==> src/rtl/input_stage_fifo.sv <==
// input_stage_fifo: first-word-fall-through sample queue that decouples
// the external producer from the counter/compare datapath input.
module input_stage_fifo #(
   parameter int WIDTH = 8,
   parameter int DEPTH = 4
) (
   input  logic                     clk,
   input  logic                     rst,
   input  logic [WIDTH-1:0]         in_data,
   input  logic                     in_valid,
   output logic                     in_ready,
   output logic [WIDTH-1:0]         out_data,
   output logic                     out_valid,
   input  logic                     out_ready,
   output logic [$clog2(DEPTH):0]   count,
   output logic                     full,
   output logic                     empty
);

   localparam int AW = $clog2(DEPTH);
   localparam int CW = AW + 1;

   logic [WIDTH-1:0] mem [DEPTH];
   logic [AW-1:0]    wr_ptr;
   logic [AW-1:0]    rd_ptr;
   logic [CW-1:0]    cnt;
   logic             push;
   logic             pop;

   assign full      = (cnt == CW'(DEPTH));
   assign empty     = (cnt == '0);
   assign in_ready  = !full;
   assign out_valid = !empty;
   assign count     = cnt;
   assign push      = in_valid && in_ready;
   assign pop       = out_valid && out_ready;

   // Stale entries stay hidden behind the empty mask
   assign out_data  = out_valid ? mem[rd_ptr] : '0;

   always_ff @(posedge clk) begin
      if (push && !rst) begin
         mem[wr_ptr] <= in_data;
      end
   end

   always_ff @(posedge clk) begin
      if (rst) begin
         wr_ptr <= '0;
         rd_ptr <= '0;
         cnt    <= '0;
      end else begin
         if (push) begin
            wr_ptr <= wr_ptr + AW'(1);
         end
         if (pop) begin
            rd_ptr <= rd_ptr + AW'(1);
         end
         unique case ({push, pop})
            2'b10:   cnt <= cnt + CW'(1);
            2'b01:   cnt <= cnt - CW'(1);
            default: cnt <= cnt;
         endcase
      end
   end

endmodule

==> config.mk <==
export PLATFORM = sky130hd
export DESIGN_NAME = input_stage_fifo
export DESIGN_NICKNAME = d
export VERILOG_FILES = /design/src/rtl/input_stage_fifo.sv
export SDC_FILE = /design/constraint.sdc
export NUM_CORES = 1
export LEC_CHECK = 0
export ABC_AREA = 1
export CAP_MARGIN = 20
export CORE_MARGIN = 3
export CORE_UTILIZATION = 53
export CTS_BUF_LIST = sky130_fd_sc_hd__clkbuf_8 sky130_fd_sc_hd__clkbuf_16
export CTS_CLUSTER_DIAMETER = 80
export DETAILED_ROUTE_END_ITERATION = 7
export PLACE_DENSITY = 0.84
export SLEW_MARGIN = 40
export SYNTH_ARGS = -nofsm -noshare
export SYNTH_HDL_FRONTEND = slang
export SYNTH_SLANG_ARGS = --single-unit
==> constraint.sdc <==
create_clock -name clk -period 2.15 [get_ports clk]
set_input_delay 0.215 -clock clk [delete_from_list [all_inputs] [get_ports clk]]
set_output_delay 0.215 -clock clk [all_outputs]
set_load 0.1 [all_outputs]
Yosys cells after proc, flatten, opt, wreduce, memory -nomap -nowiden --
Memory sizes are Yosys's and may differ from the RTL's. A register that Yosys moved wholly into a read port is not among the register bits. Cells that the tools add are included.
Operators by class: $add $sub $neg 4, equality and inequality tests 3, muxes and demuxes 6, reduce and logical (&&, ||, !) cells 8
Operators by type and width (count):
- two-way mux 8 bit | 1
- one-hot mux 3 bit (2 select lines) | 1
- adder 2 x 1 -> 2 bit, second input constant | 2
- two-way mux 2 bit | 2
- adder 3 x 1 -> 3 bit, second input constant | 1
- equality test 3 bit, second input constant | 1
- logical AND 1 bit | 3
- logical NOT 1 bit | 3
- logical NOT 3 bit | 1
- subtractor 3 x 1 -> 3 bit, second input constant | 1
- equality test 2 x 1 -> 1 bit, second input constant | 1
- equality test 2 bit, second input constant | 1
- two-way mux 1 bit | 2
- nonzero test 2 bit | 1
Storage, ports and cells: register bits 7, bits in writable memories 32, input port bits 12, word-level logic and storage cells 25, memories 1
Memory list:
- mem | depth 4, bits a word 8, rd ports 1, clocked after Yosys merged registers in 1, wr ports 1, RTL line 23 | logic [WIDTH-1:0] mem [DEPTH];

Depth between registers and ports, before layout --
depth after elaboration 6, mapped depth 14

Worst setup path before layout --
No wires, ideal clock.
path type flip-flop to output port, from register cnt[2], in the netlist count[2], to output out_data[0], arrival time 3573 ps, data required time 1935 ps, path slack -1638 ps, stages on the path, launching flop included 5, buffers on the path 0, cells stage by stage dfxtp_1 inv_2 nand2_2 inv_2 a21oi_1
Between the ends: word-level cells in the longest chain between the ends 2
Ends and longest elaborated chain:
- from (decl) | RTL line 26 | logic [CW-1:0] cnt;
- from (signal assigned) | RTL line 60 | 2'b10: cnt <= cnt + CW'(1);
- from (signal assigned) | RTL line 61 | 2'b01: cnt <= cnt - CW'(1);
- from (signal assigned) | RTL line 62 | default: cnt <= cnt;
- logical NOT 3 bit | RTL line 31 | assign empty = (cnt == '0);
- via empty | RTL line 17 | output logic empty
- two-way mux 8 bit | RTL line 39 | assign out_data = out_valid ? mem[rd_ptr] : '0;
- to (decl) | RTL line 12 | output logic [WIDTH-1:0] out_data,
The timed path passes the listed nets, and every way through them passes these cells.

==> results.sh <==
export IMPL_status="complete, no violations"
export IMPL_wl_mm=4.16
export IMPL_dp_cells=240
export IMPL_synth_edff_count=32
export IMPL_insertedDiodeCount=0
export IMPL_synth_seq_area_share_pct=62.8
export IMPL_rrSetupSlack_ps=320
export IMPL_firstDrtPassIters=7
export IMPL_worst_path_buf_inv=3
export IMPL_drv_slew=0
export IMPL_syn2layout_area_growth_pct=35.1
export IMPL_post_dp_hpwl_mm=2.71
export IMPL_htree_levels=2
export IMPL_io_buffers=26
export IMPL_postCtsSetupBuffers=0
export IMPL_die_width_um=64.5
export IMPL_ys_ff_latch=41
export IMPL_crit_family="buffers and inverters"
export IMPL_start_util_pct=57.6
export IMPL_post_synth_cell_area_avg_um2=10.7
export IMPL_gp_congestion=0.705
export IMPL_gr_total_overflow=0
export IMPL_cp_max_fo=17
export IMPL_tns_ps=0
export IMPL_cp_depth=5
export IMPL_maxSlewHeadroom_pct=72.0
export IMPL_cts_tree="done"
export IMPL_cpPeakStageDelay_ps=400
export IMPL_hold_viol_final=0
export IMPL_clk_latency_ps=300
export IMPL_final_layout_size_suffix_gt1_share_pct=30.4
export IMPL_clockRootBuffer="clkbuf_8"
export IMPL_grt_max_degree=18
export IMPL_crit_path_end_kind="output port"
export IMPL_syn_nets=187
export IMPL_synthTopCellsByArea="edfxtp_1 53%, dfxtp_1 9.9%, nor2_1 6.4%"
export IMPL_fp_row_count=20
export IMPL_worstHoldPathType="flip-flop to flip-flop"
export IMPL_startpoint_type="flip-flop"
export IMPL_wl_per_cell_um=16.8
export IMPL_clock_fmax_mhz=504
export IMPL_r2r_cells=14
export IMPL_coreArea_mm2=0.00315
export IMPL_final_antenna_net_count=0
export IMPL_drc=0
export IMPL_cts_sinks=41
export IMPL_crit_chain="buf_4 -> inv_2 -> o21ai_0 -> a21oi_4 -> buf_12"
export IMPL_synth_top_area_share_pct=52.9
export IMPL_worst_pin_slew_ps=416
export IMPL_synth_cells=169
export IMPL_rsz0062_at_grt="false"
export IMPL_ios=27
export IMPL_die_area_mm2=0.00417
export IMPL_crit_required_ps=1930
export IMPL_cts_buffers=5
export IMPL_r2r_start="count[1]$_SDFFE_PP0P_"
export IMPL_clk_path_buf_depth=2
export IMPL_grt_first_pass_wirelength_mm=6.59
export IMPL_endpoint="out_data[3]"
export IMPL_setup_viol=0
export IMPL_vias=1336
export IMPL_postSynth_asyncResetShare_pct=0
export IMPL_track_usage_pct=22.1
export IMPL_layoutNonFillerInstCount=248
export IMPL_skew_ps=5.06
export IMPL_grt_pass1_vias=1393
export IMPL_maxCapViolCount=0
export IMPL_antenna_found_initial=0
export IMPL_synthFlopType="edfxtp_1"
export IMPL_cp_slowest_cell="o21ai_0"
export IMPL_period_needed_ps=1980
export IMPL_cp_arrival_ps=1770
export IMPL_synth_top_cell_by_area="edfxtp_1"
export IMPL_cts_hold_buffers_added=0
export IMPL_yosysUniqueCellTypes=20
export IMPL_die_y_um=64.5
export IMPL_clkSlewWorstSetupHoldPaths_ps=80
export IMPL_critPathKind="flip-flop to output port"
export IMPL_post_route_period_util_pct=92.3
export IMPL_cts_resized=0
export IMPL_fin_nets=221
export IMPL_syn_area_mm2=0.00182
export IMPL_avgViaCountPerCell=5.39
export IMPL_ys_warn_count=0
export IMPL_drt_initial_drc_count=83
export IMPL_reg2reg_to="count[2]$_SDFFE_PP0P_"
[layout by cell type, fill, tap and decap left out]
cell type	Yosys	layout
a21oi_1	13	5
a21oi_4	0	8
buf_12	1	9
buf_4	1	11
bufinv_16	0	2
clkbuf_8	0	5
clkdlybuf4s50_1	0	11
clkinv_2	0	1
dfxtp_1	9	6
dfxtp_4	0	3
edfxtp_1	32	32
fa_1	1	1
ha_1	5	5
inv_1	16	16
inv_2	6	4
inv_4	0	1
inv_8	0	1
nand2_1	12	12
nand2_2	2	1
nand2_4	1	1
nand2_8	0	1
nand3_1	4	4
nand3b_1	1	1
nor2_1	31	31
nor2_2	13	13
nor2_4	1	1
o21ai_0	8	8
o21ai_1	10	10
[worst register-to-register path, delay by kind of cell (launching register included)]
family	cells	cell delay, ps
and+or+nand+nor	8	600
adders and majority gates	2	530
DFF	1	360
buffers and inverters	4	250
[metrics by stage]
stage | cell area [um^2] | hold slack [ps] | worst slack [ps] | utilization (%)
after floorplan | 1940 | 293 | 10.2 | -
after global placement | 2320 | 475 | 298 | 73.6
after detailed placement | 2320 | 497 | 191 | 73.6
after CTS | 2450 | 532 | 142 | 77.8
after global routing | 2450 | 529 | 59.9 | 77.8
final | 2450 | 540 | 166 | 77.8
[final cells by class]
class	instances	area, um^2
Clock buffer	5	68.8
Clock inverter	3	65.1
Fill cell	194	699
Inverter	22	92.6
Multi-Input combinational cell	102	647
Sequential cell	41	1150
Tap cell	44	55.1
Timing Repair Buffer	31	373
[layer usage]
layer  wire length [um]  global-route usage [%]  vias to the layer above
met5                  0                       0                        -
met4                129                    11.6                        0
met2               2340                    41.1                       54
met3                218                    6.59                       20
li1                   -                       -                      622
met1               1470                    21.9                      640
[cells in the mapped netlist (2+ instances only)]
| library cell | instances |
|---|---|
| edfxtp_1 | 32 |
| nor2_1 | 31 |
| inv_1 | 16 |
| a21oi_1 | 13 |
| nor2_2 | 13 |
| nand2_1 | 12 |
| o21ai_1 | 10 |
| dfxtp_1 | 9 |
| o21ai_0 | 8 |
| inv_2 | 6 |
| ha_1 | 5 |
| nand3_1 | 4 |
| buf_6 | 2 |
| nand2_2 | 2 |
[cell families (layout without fill, tap and decap cells)]
kind of cell             after synthesis  count (layout)  share of synthesized area [%]
AND/OR/NAND/NOR                       65              65                           16.8
adder cells (fa/ha/maj)                6               6                           4.55
AO/OA/AOI/OAI                         31              31                           8.54
buffers and inverters                 26              61                           7.30
flip-flops                            41              41                           62.8
[sequential cells by signal (all words and copies together), names as in the netlist, named ones only]
signal	cells
mem	32
wr_ptr	2
count	3
rd_ptr	2
[worst min-delay path by stage]
stage                            from                      to  cells after the start
2_1_floorplan                     rst               flip-flop                      1
3_3_place_gp   rd_ptr[1]$_SDFFE_PP0P_  rd_ptr[1]$_SDFFE_PP0P_                      2
3_5_place_dp   rd_ptr[1]$_SDFFE_PP0P_               flip-flop                      2
4_1_cts                           rst  rd_ptr[1]$_SDFFE_PP0P_                      2
5_1_grt                           rst  rd_ptr[1]$_SDFFE_PP0P_                      2
6_report       rd_ptr[1]$_SDFFE_PP0P_  rd_ptr[1]$_SDFFE_PP0P_                      2
Power is not shown: default switching activity piles up to over one toggle a cycle in this logic, so the estimate is an artifact.
